**config.mk**
```make
export PLATFORM = sky130hd
export DESIGN_NAME = timer_counter
export DESIGN_NICKNAME = d
export VERILOG_FILES = /design/src/rtl/timer_counter_pkg.sv /design/src/rtl/timer_counter.sv
export SDC_FILE = /design/constraint.sdc
export NUM_CORES = 1
export LEC_CHECK = 0
export BUFFER_PORTS_ARGS = -buffer_cell sky130_fd_sc_hd__clkbuf_2
export CAP_MARGIN = 20
export CORE_ASPECT_RATIO = 0.5
export CORE_MARGIN = 10
export CORE_UTILIZATION = 48
export CTS_CLUSTER_DIAMETER = 40
export DETAILED_ROUTE_END_ITERATION = 8
export GPL_ROUTABILITY_DRIVEN = 1
export PLACE_DENSITY = 0.75
export REMOVE_ABC_BUFFERS = 1
export SYNTH_ARGS = -nofsm -noshare
export SYNTH_HDL_FRONTEND = slang
export SYNTH_SLANG_ARGS = --single-unit
```
**constraint.sdc**
```tcl
create_clock -name clk -period 2.58 [get_ports clk]
set_input_delay 0 -clock clk [delete_from_list [all_inputs] [get_ports clk]]
set_output_delay 0 -clock clk [all_outputs]
set_load 0.01 [all_outputs]
```
**src/rtl/timer_counter_pkg.sv**
```systemverilog
// Shared definitions for the TC1/TC2 countdown timer: register offsets,
// FSM state encoding, MODE codes and CTRL field positions.
package timer_counter_pkg;

  localparam logic [1:0] OFF_CTRL   = 2'd0;
  localparam logic [1:0] OFF_PRESET = 2'd1;
  localparam logic [1:0] OFF_COUNT  = 2'd2;
  localparam logic [1:0] OFF_RSVD   = 2'd3;

  typedef enum logic [1:0] {
    ST_IDLE = 2'd0,
    ST_LOAD = 2'd1,
    ST_CNT  = 2'd2,
    ST_INT  = 2'd3
  } state_t;

  localparam logic [1:0] MODE_ONESHOT = 2'b00;
  localparam logic [1:0] MODE_AUTO    = 2'b01;

  localparam int CTRL_W        = 4;
  localparam int CTRL_EN_BIT   = 0;
  localparam int CTRL_MODE_LSB = 1;
  localparam int CTRL_MODE_MSB = 2;
  localparam int CTRL_IM_BIT   = 3;

  // Only MODE=01 reloads; the reserved codes 1x fall back to one-shot.
  function automatic logic is_auto_reload(input logic [CTRL_W-1:0] ctrl);
    return (ctrl[CTRL_MODE_MSB:CTRL_MODE_LSB] == MODE_AUTO);
  endfunction

  // PRESET of 0 or 1 both expire on the first counting cycle.
  function automatic logic count_expires(input logic [31:0] count);
    return (count <= 32'd1);
  endfunction

endpackage

```
**src/rtl/timer_counter.sv**
```systemverilog
// Memory-mapped countdown timer: CTRL/PRESET/COUNT registers, a four-state
// countdown FSM and a maskable expiry interrupt toward CP0.
module timer_counter
  import timer_counter_pkg::*;
#(
  parameter logic [31:0] PRESET_RST = 32'h0000_0000,
  parameter int          DW         = 32
) (
  input  logic          clk,
  input  logic          reset,
  input  logic [29:0]   Addr,
  input  logic          WE,
  input  logic [DW-1:0] Din,
  output logic [DW-1:0] Dout,
  output logic          IRQ
);

  logic [CTRL_W-1:0] ctrl_r;
  logic [DW-1:0]     preset_r;
  logic [DW-1:0]     count_r;
  state_t            state_r;
  logic              irq_flag_r;

  logic [1:0]        offset_s;
  logic              ctrl_we_s;
  logic              preset_we_s;
  logic              unused_addr_s;

  // Addr[1:0] here is bus address bit [3:2]; the upper word bits are decoded by the bridge.
  assign offset_s      = Addr[1:0];
  assign unused_addr_s = ^Addr[29:2];

  // Register write strobes; COUNT and the reserved slot have none.
  always_comb begin
    ctrl_we_s   = 1'b0;
    preset_we_s = 1'b0;
    if (WE) begin
      ctrl_we_s   = (offset_s == OFF_CTRL);
      preset_we_s = (offset_s == OFF_PRESET);
    end else begin
      ctrl_we_s   = 1'b0;
      preset_we_s = 1'b0;
    end
  end

  // Register file, countdown FSM and interrupt flag; the CTRL write is applied last so it overrides the FSM.
  always_ff @(posedge clk or negedge reset) begin
    if (!reset) begin
      ctrl_r     <= {CTRL_W{1'b0}};
      preset_r   <= PRESET_RST;
      count_r    <= {DW{1'b0}};
      state_r    <= ST_IDLE;
      irq_flag_r <= 1'b0;
    end else begin
      case (state_r)
        ST_IDLE: begin
          if (ctrl_r[CTRL_EN_BIT]) begin
            state_r    <= ST_LOAD;
            irq_flag_r <= 1'b0;
          end
        end
        ST_LOAD: begin
          count_r <= preset_r;
          state_r <= ST_CNT;
        end
        ST_CNT: begin
          if (!ctrl_r[CTRL_EN_BIT]) begin
            state_r <= ST_IDLE;
          end else if (!count_expires(count_r)) begin
            count_r <= count_r - 32'd1;
          end else begin
            count_r    <= {DW{1'b0}};
            irq_flag_r <= 1'b1;
            state_r    <= ST_INT;
          end
        end
        ST_INT: begin
          state_r <= ST_IDLE;
          if (!is_auto_reload(ctrl_r)) begin
            ctrl_r[CTRL_EN_BIT] <= 1'b0;
          end
        end
        default: begin
          state_r <= ST_IDLE;
        end
      endcase

      if (preset_we_s) begin
        preset_r <= Din;
      end
      if (ctrl_we_s) begin
        ctrl_r     <= Din[CTRL_W-1:0];
        irq_flag_r <= 1'b0;
      end
    end
  end

  // Read mux and masked interrupt, both straight from registers.
  always_comb begin
    Dout = {DW{1'b0}};
    case (offset_s)
      OFF_CTRL:   Dout = {{(DW-CTRL_W){1'b0}}, ctrl_r};
      OFF_PRESET: Dout = preset_r;
      OFF_COUNT:  Dout = count_r;
      OFF_RSVD:   Dout = {DW{1'b0}};
      default:    Dout = {DW{1'b0}};
    endcase
    IRQ = ctrl_r[CTRL_IM_BIT] & irq_flag_r;
  end

endmodule

```
=== After elaboration in Yosys (flattened, before gate mapping) ===
Cells that the tools add are included.

* Add/subtract/negate cells: 1
* $mul: 0
* Div/mod/pow operators: 0
* Magnitude comparators: 1
* Equal/unequal tests: 14
* Shift operators: 0
* Mux-type cells: 18
* Bitwise logic cells: 1
* Reductions and logical operators: 9

{| class="wikitable"
|+ Operators with widths
! cell !! number
|-
| one-hot mux 32 bit (4 select lines) || 1
|-
| two-way mux 32 bit || 2
|-
| one-hot mux 32 bit (2 select lines) || 1
|-
| <= comparator 32 x 1 -> 1 bit, second input constant || 1
|-
| subtractor 32 x 1 -> 32 bit, second input constant || 1
|-
| != test 3 bit, second input constant || 4
|-
| two-way mux 1 bit || 9
|-
| equality test 2 bit, second input constant || 4
|-
| one-hot mux 2 bit (4 select lines) || 1
|-
| equality test 2 x 1 -> 1 bit, second input constant || 3
|-
| two-way mux 2 bit || 3
|-
| != test 2 bit, second input constant || 3
|-
| AND reduction 2 bit || 3
|-
| logical NOT 2 bit || 2
|-
| AND reduction 4 bit || 1
|-
| nonzero test 2 bit || 2
|-
| nonzero test 3 bit || 1
|-
| one-hot mux 1 bit (2 select lines) || 1
|-
| bitwise AND 1 bit || 1
|}

* Register bits: 71
* Bits in latches: 0
* RAM bits: 0
* Bits in read-only memories: 0
* Input bits: 65
* Output and inout port bits: 33
* Logic and storage cells: 50
* Memories kept: 0

=== Logic depth before layout (Yosys ltp) ===
* Word-level depth: 5
* Depth in mapped cells: 8
* Mapped depth without buffers: 8

=== Worst setup path after synthesis ===
OpenSTA, ideal clock, no wires.

* Path kind: register to register
* Start: register count_r[16]
* End: register count_r[11]
* Library setup time: 0.126 ns
* Arrival time: 2.461 ns
* Data required time: 2.454 ns
* Path slack: -0.007 ns
* Stages on the path, launching flop included: 8
* Path buffers: 1
* Clock period less this slack: 2.587 ns
* Path through: dfrtp_1 -> or4_1 -> clkbuf_1 -> or3_4 -> nor4_4 -> or2b_1 -> nor2_1 -> a221o_1

* Cells in the longest elaborated chain, start to end: 4

{| class="wikitable"
|+ Ends and longest elaborated chain
! what !! line !! source
|-
| start: declaration || timer_counter.sv:20 || <nowiki>logic [DW-1:0] count_r;</nowiki>
|-
| start signal: assignment || timer_counter.sv:51 || <nowiki>count_r <= {DW{1'b0}};</nowiki>
|-
| start signal: assignment || timer_counter.sv:63 || <nowiki>count_r <= preset_r;</nowiki>
|-
| start signal: assignment || timer_counter.sv:70 || <nowiki>count_r <= count_r - 32'd1;</nowiki>
|-
| <= comparator 32 x 1 -> 1 bit || timer_counter_pkg.sv:33 || <nowiki>return (count <= 32'd1);</nowiki>
|-
| two-way mux 32 bit || timer_counter.sv:69 || <nowiki>end else if (!count_expires(count_r)) begin</nowiki>
|-
| two-way mux 32 bit || timer_counter.sv:67 || <nowiki>if (!ctrl_r[CTRL_EN_BIT]) begin</nowiki>
|-
| one-hot mux 32 bit (2 select lines) || timer_counter.sv:55 || <nowiki>case (state_r)</nowiki>
|}

No other way between the ends. The select of a mux whose other input is x is not followed.
A chain may end at the register's enable or synchronous reset.

=== Final worst setup path ===
* Start: register count_r[23]
* End: register count_r[25]

* Cells in the longest elaborated chain, start to end: 4
* Elaborated cells on any way between the ends: 5
* Classes of those cells: add/sub (1); order compare (1); mux (3)

{| class="wikitable"
|+ Ends and longest elaborated chain
! what !! line
|-
| subtractor 32 x 1 -> 32 bit or <= comparator 32 x 1 -> 1 bit (tied branches) || timer_counter.sv:70, timer_counter_pkg.sv:33
|-
| two-way mux 32 bit * || timer_counter.sv:69
|-
| two-way mux 32 bit * || timer_counter.sv:67
|-
| one-hot mux 32 bit (2 select lines) * || timer_counter.sv:55
|}

Mark *: on every way between the ends. The rest lies on a longest branch, timed or not. The select of a mux whose other input is x is not followed.

==> reports/results.txt <==
CTS tree -> built
Die X -> 147.1 µm
Starting Density -> 48.83%
status -> finished clean
RSZ-0062 raised after global routing -> false
P_int -> 3.166 mW
layout cells sized above 1 -> 33.65%
DRC viols -> 0
Final GP Congestion -> 0.9204
slowest stage cell, crit path -> or4_1
commonest cells after routing, fill and taps aside -> dfrtp_1 (71), clkbuf_2 (68), buf_4 (42), nand2_1 (35), mux2_2 (35)
clock sinks -> 71
io pins -> 98
Critical Path RT -> 2790 ps
critical path's top delay family -> simple AND/OR/NAND/NOR gates
Hold WC Path Type -> input pin to flip-flop
most common cell after layout, fill and taps aside -> dfrtp_1
critical path fanouts, max -> 4
max cap viols -> 0
Setup-failing EPs final -> 0
core area -> 7943 µm²
First-pass DRT Iterations -> 6
WHS -> 72.27 ps
Slew headroom -> 40.73%
min Tclk post-route -> 2511 ps
total gr overflow -> 0
IO buf count -> 69
Comb pwr share -> 40.0%
Final nets -> 594
clock slew at reported path FFs -> 60 ps
die span in y -> 83.57 µm
critical path cell sequence -> or4_1 > or3_4 > or3_1 > or2_2 > a21oi_1 > o21ai_0
via count -> 3849
Max clock buf depth -> 2
Yosys reg bits -> 71
CTS buffer count -> 9
post-synthesis area per instance -> 9.870 µm²
power consumption -> 5.174 mW
critical path type -> flip-flop to flip-flop
Core Rows -> 23
total track usage -> 20.01%
library cells used by synthesis -> 47
largest net degree at the start of global routing -> 43
first-pass GRT wire length -> 20350 µm
Primary FF master, synth -> dfrtp_1
clk root buf -> clkbuf_16
Filler Cells Inserted -> 644
switch share -> 38.80%
switching power -> 2.007 mW
vias in the first global route -> 3853
DR WL/cell -> 19.25 µm
drt total wl -> 12400 µm
cell count after synthesis -> 393
P&R area growth vs syn -> 36.39%
Worst EP arrival -> 2720 ps
CP Launch Type -> flip-flop
ys async rst share -> 100.0%
initial antenna violation count -> 0
Clk Latency, worst-skew pair -> 340 ps
Tightest Pin Transition -> 885.1 ps
crit path buf inv count -> 0
sequential area share after synthesis -> 45.81%
power per standard cell area -> 978.0 nW/µm²
Worst VDD drop -> 0.0004599 V
H-Tree Depth -> 3
synth warn -> 0
Fmax -> 0.3983 GHz
Final Hold Fails -> 0
Final HPWL DP -> 8634 µm
Clk pwr share -> 23.7%
Post-synth EDFFs -> 0
power share of the sequential group -> 36.3%
CP Capture Type -> flip-flop
Final Skew -> 6.602 ps
die area -> 12290 µm²
Cell Area, Synth -> 3879 µm²
DR iter-0 viols -> 461
mean number of vias per cell -> 5.977
post-layout util -> 66.60%
diode count -> 0
final slew viol count -> 0
DRT antenna net count -> 0
Slowest Stage Delay on Critical Path -> 530 ps
Static Leakage -> 2.366 nW
Tcrit/Tclk final -> 97.32%
cell type report:
type | instances | area (µm²) | area share [%]
Clock buffer | 13 | 280.3 | 5.298
Sequential cell | 71 | 1777 | 33.59
Multi-Input combinational cell | 288 | 1999 | 37.80
Timing Repair Buffer | 147 | 1041 | 19.68
Inverter | 10 | 37.54 | 0.7096
Clock inverter | 3 | 15.01 | 0.2838
Tap cell | 112 | 140.1 | 2.649
Yosys cell counts (all sizes together) (2+ instances only):
cell	count	share of area, %
a21oi	15	1.9
a221o	4	1.0
a22o	29	6.5
a22oi	4	0.77
a32oi	8	1.8
and3	4	0.65
buf	6	0.68
clkbuf	18	1.7
dfrtp	71	46
ha	2	0.65
inv	10	0.97
mux2	35	10
mux2i	4	1.0
nand2	35	3.4
nand3	17	2.2
nand3b	2	0.39
nand4	2	0.32
nand4b	2	0.45
nor2	24	2.3
nor2b	4	0.65
nor3	16	2.1
nor3b	2	0.39
nor4	6	1.5
o211ai	9	1.7
o21ai	31	4.0
o311ai	7	1.6
or2	2	0.32
or3	6	1.1
or4	5	0.97
metrics by stage:
step           setup slack [ps]  cell area [µm²]  std cells  setup TNS [ps]
2_1_floorplan            -355.7             3785        369           -8848
4_1_cts                   17.47             5261        643               0
5_1_grt                   12.50             5290        644               0
3_3_place_gp              34.88             4626        593               0
3_5_place_dp              42.26             4626        593               0
6_report                  69.16             5290        644               0
power groups by stage:
stage | logic (mW) | clock network (mW) | registers (mW)
final | 2.07 | 1.22 | 1.88
after global routing | 2.27 | 1.29 | 1.93
after CTS | 2.03 | 1.23 | 1.86
after detailed placement | 1.97 | 0 | 1.88
after global placement | 1.91 | 0 | 1.86
after floorplan | 1.14 | 0 | 1.80
worst paths after layout:
check,cells past startpoint,from,endpoint,slack [ps]
worst max-delay path,6,count_r[23],count_r[25],70
worst max register to register,6,count_r[23],count_r[25],70
min in group asynchronous,2,reset,preset_r[21],250
max in group asynchronous,3,reset,preset_r[27],1650
worst min register to register,2,preset_r[27],count_r[27],510
worst min-delay path,4,Addr[0],ctrl_r[0],70
flip-flops by register name (all words and copies together), names as in the netlist:
register and flops:
count_r 32, preset_r 32, ctrl_r 4, state_r 2
irq_flag_r 1
kinds of logic after synthesis:
| logic type | after synthesis | share of synthesized area (%) |
|---|---|---|
| flip-flops | 71 | 45.81 |
| buffers and inverters | 34 | 3.387 |
| adder cells (fa/ha/maj) | 2 | 0.6451 |
| AND/OR/NAND/NOR | 130 | 17.23 |
| multiplexers | 39 | 11.19 |
| AO/OA/AOI/OAI | 117 | 21.74 |
per-layer routing:
layer	part of all wire (%)	track usage, %	vias to the layer above
met1	45	27.45	1869
met4	1.6	7.335	0
li1	-	-	1760
met2	44	28.75	201
met5	0	0	-
met3	9.4	6.223	19
tightest hold or removal path: stages:
cell      delay (ps)
clkbuf_2         160
nor2_1            80
nand3_1           90
nand2_1           50
repair_timing:
item,in CTS,in global routing
hold endpoints to repair,65,0
hold buffers,34,0
buffers inserted,0,1
setup endpoints to repair,0,15
resized for setup,0,5
Note: power is estimated with default switching activity, not from simulation.
